--- src/rtl/serial_adder_ctrl_pkg.sv ---
// Shared definitions for the bit-serial adder controller: FSM state encoding
// and the default operand width.
package serial_adder_ctrl_pkg;

  localparam int SAC_DEFAULT_WIDTH = 8;

  typedef enum logic [1:0] {
    S_IDLE = 2'd0,
    S_RUN  = 2'd1,
    S_DONE = 2'd2
  } state_t;

endpackage

--- src/rtl/serial_adder_ctrl_fa_bit.sv ---
// One-bit full-adder cell shared by every bit position of the serial adder.
module fa_bit (
  input  logic a,
  input  logic b,
  input  logic ci,
  output logic s,
  output logic co
);

  assign s  = a ^ b ^ ci;
  assign co = (a & b) | (a & ci) | (b & ci);

endmodule

--- src/rtl/serial_adder_ctrl.sv ---
// Bit-serial adder sequencer: drives one fa_bit for WIDTH cycles, LSB first,
// recirculating the carry, then presents sum/co with a one-cycle done pulse.
module serial_adder_ctrl
  import serial_adder_ctrl_pkg::*;
#(
  parameter int WIDTH = SAC_DEFAULT_WIDTH
) (
  input  logic             clk,
  input  logic             rst,
  input  logic             start,
  input  logic [WIDTH-1:0] a,
  input  logic [WIDTH-1:0] b,
  input  logic             ci_in,
  output logic             busy,
  output logic             done,
  output logic [WIDTH-1:0] sum,
  output logic             co
);

  localparam int CW = $clog2(WIDTH) + 1;

  state_t           r_state;
  state_t           w_next;
  logic [WIDTH-1:0] r_a;
  logic [WIDTH-1:0] r_b;
  logic [WIDTH-1:0] r_sum;
  logic [WIDTH-1:0] w_sum_shift;
  logic             r_carry;
  logic [CW-1:0]    r_cnt;
  logic             w_s;
  logic             w_co;
  logic             w_load;
  logic             w_last;

  fa_bit u_fa (
    .a  (r_a[0]),
    .b  (r_b[0]),
    .ci (r_carry),
    .s  (w_s),
    .co (w_co)
  );

  always_comb begin
    w_last = (r_cnt == CW'(WIDTH - 1));
    w_load = 1'b0;
    w_next = r_state;
    case (r_state)
      S_IDLE: begin
        if (start) begin
          w_load = 1'b1;
          w_next = S_RUN;
        end
      end
      S_RUN: begin
        if (w_last) w_next = S_DONE;
      end
      S_DONE: begin
        if (start) begin
          w_load = 1'b1;
          w_next = S_RUN;
        end else begin
          w_next = S_IDLE;
        end
      end
      default: w_next = S_IDLE;
    endcase
  end

  // Written as shift-then-overwrite-MSB so WIDTH=1 needs no special slice.
  always_comb begin
    w_sum_shift            = r_sum >> 1;
    w_sum_shift[WIDTH-1]   = w_s;
  end

  always_ff @(posedge clk) begin
    if (rst) r_state <= S_IDLE;
    else     r_state <= w_next;
  end

  always_ff @(posedge clk) begin
    if (rst) begin
      r_a     <= '0;
      r_b     <= '0;
      r_sum   <= '0;
      r_carry <= 1'b0;
      r_cnt   <= '0;
    end else if (w_load) begin
      r_a     <= a;
      r_b     <= b;
      r_sum   <= '0;
      r_carry <= ci_in;
      r_cnt   <= '0;
    end else if (r_state == S_RUN) begin
      r_a     <= r_a >> 1;
      r_b     <= r_b >> 1;
      r_sum   <= w_sum_shift;
      r_carry <= w_co;
      r_cnt   <= r_cnt + CW'(1);
    end
  end

  assign busy = (r_state == S_RUN);
  assign done = (r_state == S_DONE);
  assign sum  = r_sum;
  assign co   = r_carry;

endmodule

--- config.mk ---
export PLATFORM = sky130hd
export DESIGN_NAME = serial_adder_ctrl
export DESIGN_NICKNAME = d
export VERILOG_FILES = /design/src/rtl/serial_adder_ctrl_pkg.sv /design/src/rtl/serial_adder_ctrl_fa_bit.sv /design/src/rtl/serial_adder_ctrl.sv
export SDC_FILE = /design/constraint.sdc
export NUM_CORES = 1
export LEC_CHECK = 0
export CORE_MARGIN = 2
export CORE_UTILIZATION = 40
export DETAILED_ROUTE_END_ITERATION = 12
export PLACE_DENSITY = 0.69
export SYNTH_ARGS = -nofsm -noshare
export SYNTH_HDL_FRONTEND = slang
export SYNTH_SLANG_ARGS = --single-unit
--- constraint.sdc ---
create_clock -name clk -period 1.6 [get_ports clk]
set_clock_uncertainty 0.2 [all_clocks]
set_input_delay 0.32 -clock clk [delete_from_list [all_inputs] [get_ports clk]]
set_output_delay 0.32 -clock clk [all_outputs]
set_load 0.01 [all_outputs]
==> flow_metrics.tcl, run 1 <==
set metrics [dict create \
    outcome "finished clean" \
    clock_latency_ns 0.34 \
    timing.setup.tns_ns 0 \
    drt_pass1_iterations 4 \
    yosys.area.top_type "dfxtp_1" \
    wl_per_cell_um 12.2 \
    placed_area_mm2 0.00165 \
    drive_gt1_share_pct 15.1 \
    antennaDiodeCount 0 \
    antenna_found_initial 0 \
    io_buffers 30 \
    worst_pin_slew_ns 0.299 \
    rsz0062_at_grt "false" \
    synthArstFlopShare_pct 0 \
    path_clk_slew_ns 0.10 \
    htree_num_levels 2 \
    hp-class "register to register" \
    syn_area_mm2 0.00126 \
    syn-num-nets 168 \
    dp_hpwl_mm 1.99 \
    clock_sinks 31 \
    num_rows 20 \
    grt_max_degree 29 \
    grt_use_met2_pct 28.6 \
    drt-vias-per-instance 5.03 \
    swShare_pct 25.8 \
    yosysTopAreaCellShare_pct 49.1 \
    synth_edf_count 0 \
    wl_mm 2.79 \
    initial_utilization_pct 41.7 \
    grt_pass1_vias 1100 \
    internal_power_mw 1.21 \
    multiInputGateArea_um2 558 \
    synth_commonest_cells "dfxtp_1 (31), nand2_1 (31), nor3_1 (15), a21oi_1 (12), o22ai_1 (7)" \
    synth_cell_types 29 \
    syn_to_final_growth_pct 35.0 \
    final_nets 206 \
    regArea_um2 623 \
    dpl_worst_slack_ns -0.127 \
    max_cap_viol_count 0 \
    finalWorstSetupSlack_ns 0.0728 \
    slew_headroom_pct 80.1 \
    cp.required_ns 1.08 \
    cts_buffers 5 \
    max_freq_mhz 655 \
    cp-start-kind "register" \
    yosysSeqAreaShare_pct 49.1 \
    cts_tree "done" \
    ios 31 \
    die_w_um 60.2 \
    die_area_mm2 0.00362 \
    grt-ovfl-total 0 \
    cts-hold-fix-buffers 0 \
    drcViolationCount 0 \
    top_usage_layer "met2" \
    yosys_most_used_dff "dfxtp_1" \
    drtIter0Drc 63 \
    grtUsageMet3_pct 7.14 \
    end_kind "output port" \
    cp_max_fo 3 \
    seq_power_share_pct 51.7 \
    maxSlewViolCount 0 \
    critPathKind "register to output port" \
    fin_area_mm2 0.00171 \
    grt.met1_usage_pct 20.1 \
    fin_crit_sh_pct 95.4 \
    avgSynthCellArea_um2 8.66 \
    syn_inst 146 \
    cts_buffer_depth 2 \
    ir_drop_uv 443 \
    p_leak_nw 0.672 \
    ys_ff_latch 31 \
    hold_viol 0 \
    coreArea_mm2 0.00303 \
    antenna_left 0 \
    p_clk_share_pct 32.1 \
    grt_usage_pct 17.7 \
    grt_pass1_wl_mm 4.67 \
    synth.area.top_cells "dfxtp_1 (49%), nand2_1 (9.2%), nor3_1 (5.9%)" \
    yosys_warnings 0 \
    setup_viol 0 \
    fp.dieH_um 60.2 \
    combPwrFrac_pct 16.2 \
    fin_util_pct 56.4 \
    power_density_mw_per_mm2 958 \
    period_needed_ns 1.53 \
    p_switching_mw 0.423 \
    fillers 277 \
    vias 1151 \
    place.gp.congestion 0.799 \
    worstPathArrival_ns 1.01 \
    clockRootBuffer "clkbuf_4" \
]
state kept, by name, indices dropped and copies added, names as in the netlist:
register / count
co: 1
r_a: 8
r_b: 8
r_cnt: 4
r_state: 2
sum: 8
cells by family (layout without fill, tap and decap cells):
kind of cell	after synthesis	count (layout)	share of synthesized area (%)
simple gates	61	61	22.7
buf+inv	13	52	6.83
flops	31	31	49.1
xor+xnor	2	2	1.39
fa+ha+maj	2	2	2.57
compound gates	35	35	15.8
mux	2	2	1.58
layer usage:
metal / up-vias / wire [µm]
li1: 583 / -
met5: - / 0
met1: 529 / 1170
met4: 0 / 49
met3: 5 / 179
met2: 34 / 1380
cell type report:
| class | count | share of cell area (%) |
|---|---|---|
| clock buffers | 8 | 4.03 |
| flip-flops and latches | 31 | 36.5 |
| inverters | 2 | 0.440 |
| well taps | 44 | 3.23 |
| repair buffers | 42 | 23.1 |
| multi-input cells | 102 | 32.7 |
power by group through the flow:
stage	sequential [mW]	combinational (mW)	clock, mW
global placement	0.860	0.258	0
CTS	0.844	0.267	0.537
detailed placement	0.861	0.266	0
global route	0.851	0.293	0.570
finish	0.845	0.265	0.525
floorplan	0.857	0.156	0
repair_timing:
action | in CTS | in global routing
endpoints found under the hold margin | 0 | 0
buffers inserted | 1 | 0
resized for setup | 17 | 5
gates cloned | 0 | 0
setup endpoints to repair | 11 | 5
layout by cell type, fill, tap and decap left out, drive strengths merged, types with 2 or more instances in the layout:
cell type and count:
nand2 31, dfxtp 31, clkdlybuf4s50 19, nor3 17
buf 14, a21oi 13, dlygate4sd2 9, clkbuf 8
o22ai 7, o21ai 7, a31oi 6, nand3 3
nor2 3, nand2b 2, a22oi 2, nand3b 2
mux2i 2, and2b 2, inv 2
final timing paths:
check	slack (ns)	cells after the start	startpoint	endpoint
worst max-delay path	0.07	3	r_state[1]$_SDFFE_PP0P_	busy
worst min-delay path	0.26	2	sum[0]$_SDFFE_PP0N_	sum[0]$_SDFFE_PP0N_
worst max register to register	0.10	6	r_state[0]$_SDFFE_PP0P_	r_a[0]$_SDFFE_PP0P_
worst min register to register	0.26	2	sum[0]$_SDFFE_PP0N_	sum[0]$_SDFFE_PP0N_
critical path, stage by stage, from the launching register on:
cell      delay [ns]
dfxtp_1         0.32
nand2b_1        0.16
inv_2           0.06
buf_2           0.12
metrics by stage:
| stage | std cells | hold slack [ns] | power, mW |
|---|---|---|---|
| finish | 229 | 0.260 | 1.64 |
| global route | 229 | 0.295 | 1.71 |
| CTS | 229 | 0.263 | 1.65 |
| detailed placement | 220 | 0.251 | 1.13 |
| global placement | 220 | 0.241 | 1.12 |
| floorplan | 146 | 0.190 | 1.01 |
(Power assumes the default switching activity.)
==> run 2, diff against run 1 <==
--- a/config.mk
+++ b/config.mk
@@ -5,6 +5,7 @@
 export SDC_FILE = /design/constraint.sdc
 export NUM_CORES = 1
 export LEC_CHECK = 0
+export CORE_ASPECT_RATIO = 0.9
 export CORE_MARGIN = 2
 export CORE_UTILIZATION = 40
 export DETAILED_ROUTE_END_ITERATION = 12
==> run 2 against run 1 <==
Wire length increased by 2.0%. Worst hold slack improved by 0.0055 ns. Utilization decreased by 0.81 points. Sequential cell count unchanged. Cell count decreased by 2.2%. Sequential share of layout area increased by 0.50 points. Design area decreased by 0.95%. Sequential power about the same. Register-to-register slack improved by 0.03 ns. Largest cell class unchanged. Die area about the same. Via count increased by 1.2%. Critical path depth decreased by 2.
==> flow_metrics.tcl, run 2 (synthesis results as in run 1) <==
set metrics [dict create \
    regArea_um2 626 \
    drt-vias-per-instance 5.20 \
    antennaDiodeCount 0 \
    final_nets 203 \
    antenna_left 0 \
    path_clk_slew_ns 0.10 \
    rsz0062_at_grt "false" \
    critPathTopFamily "flip-flops" \
    final_cell_mix "nand2_1 (31), dfxtp_1 (29), clkdlybuf4s50_1 (19), nor3_1 (15), a21oi_1 (12)" \
    drtIter0Drc 55 \
    path_buf_inv 1 \
    drcViolationCount 0 \
    fillers 316 \
    grt_max_degree 29 \
    p_leak_nw 0.659 \
    die_area_mm2 0.00363 \
    hp-class "register to register" \
    num_rows 19 \
    hp-start "sum[1]$_SDFFE_PP0N_" \
    power_density_mw_per_mm2 960 \
    r2r_start "r_state[1]$_SDFFE_PP0P_" \
    rr_worst_depth 4 \
    cts-hold-fix-buffers 0 \
    maxSlewViolCount 0 \
    cp-start-kind "register" \
    max_stage_delay_ns 0.39 \
    setup_viol 0 \
    drt_pass1_iterations 5 \
    grt_pass1_vias 1147 \
    period_needed_ns 1.53 \
    worstPathArrival_ns 1.01 \
    total_power_mw 1.62 \
    initial_utilization_pct 41.5 \
    clock_sinks 31 \
    drive_gt1_share_pct 13.7 \
    place.gp.congestion 0.816 \
    cts_buffers 5 \
    fin_area_mm2 0.00169 \
    ir_drop_uv 626 \
    r2r_slack_ns 0.13 \
    coreArea_mm2 0.00304 \
    htree_num_levels 2 \
    critPathKind "register to output port" \
    whs_path_depth 2 \
    wl_per_cell_um 12.7 \
    cts_tree "done" \
    clock_latency_ns 0.33 \
    die_w_um 63.2 \
    hold_viol 0 \
    outcome "finished clean" \
    fp.dieH_um 57.3 \
    grt_pass1_wl_mm 4.97 \
    cts_buffer_depth 2 \
    cp_max_fo 3 \
    critPathSlowestCell "dfxtp_1" \
    hold_path_end "sum[0]$_SDFFE_PP0N_" \
    dp_hpwl_mm 1.99 \
    grt-ovfl-total 0 \
    ios 31 \
    whs_ns 0.265 \
    max_cap_viol_count 0 \
    syn_to_final_growth_pct 33.8 \
    layout_commonest_cell "nand2_1" \
    slew_headroom_pct 79.5 \
    max_freq_mhz 654 \
    multiInputGateArea_um2 564 \
    end_kind "output port" \
    cp.required_ns 1.08 \
    fin_crit_sh_pct 95.5 \
    wl_mm 2.84 \
    grt_usage_pct 17.6 \
    rr_endpoint "r_cnt[3]$_SDFFE_PP0N_" \
    placed_area_mm2 0.00163 \
    crit_chain "dlygate4sd2_1" \
    vias 1165 \
    worst_pin_slew_ns 0.307 \
    antenna_found_initial 0 \
    clockRootBuffer "clkbuf_4" \
    io_buffers 30 \
]
[run 2: how the worst max path moves through the flow]
stage / endpoint / depth (start not counted) / slack, ns / startpoint
after global routing: co / 1 / 0.004 / co$_SDFFE_PP0P_
after floorplan: busy / 5 / 0.23 / r_state[1]$_SDFFE_PP0P_
after global placement: r_a[4]$_SDFFE_PP0P_ / 5 / -0.06 / start
after detailed placement: r_a[5]$_SDFFE_PP0P_ / 5 / -0.10 / start
after CTS: busy / 3 / 0.02 / r_state[1]$_SDFFE_PP0P_
final: co / 1 / 0.07 / co$_SDFFE_PP0P_
[run 2: what timing repair did]
item	CTS	global route
setup endpoints to repair	11	1
resized for setup	19	2
setup buffers	0	0
gates cloned	0	0
[run 2: where the power goes]
group          internal [mW]  switching, mW
Sequential             0.816         0.0301
Combinational          0.132          0.127
Clock                  0.258          0.259
Total                   1.21          0.417
[run 2: worst min-delay path, delay by kind of cell, from the launching register on]
family / cells / cell delay [ns]
flip-flops: 1 / 0.33
AND/OR/NAND/NOR: 1 / 0.06
AO/OA/AOI/OAI: 1 / 0.05
[run 2: cell type report]
| type | count | area share [%] |
|---|---|---|
| Clock buffer | 8 | 4.07 |
| Sequential cell | 31 | 37.0 |
| Tap cell | 42 | 3.11 |
| Timing Repair Buffer | 39 | 22.0 |
| Inverter | 2 | 0.444 |
| Multi-Input combinational cell | 102 | 33.4 |
[run 2: per-layer routing]
layer  wire length (µm)  track usage (%)  vias up
met1               1290             20.5      545
met3                154             6.90        8
met4                 60             6.52        0
met2               1340             29.8       33
li1                   -                -      579
met5                  0                0        -
[run 2: metrics by stage]
stage / std cells / setup TNS [ns] / worst slack (ns) / util (%)
finish: 224 / 0 / 0.0714 / 55.6
global route: 224 / 0 / 0.00401 / 55.6
CTS: 224 / 0 / 0.0213 / 55.7
detailed placement: 216 / -1.10 / -0.103 / 53.6
global placement: 216 / -0.604 / -0.0583 / 53.6
floorplan: 146 / 0 / 0.229 / -
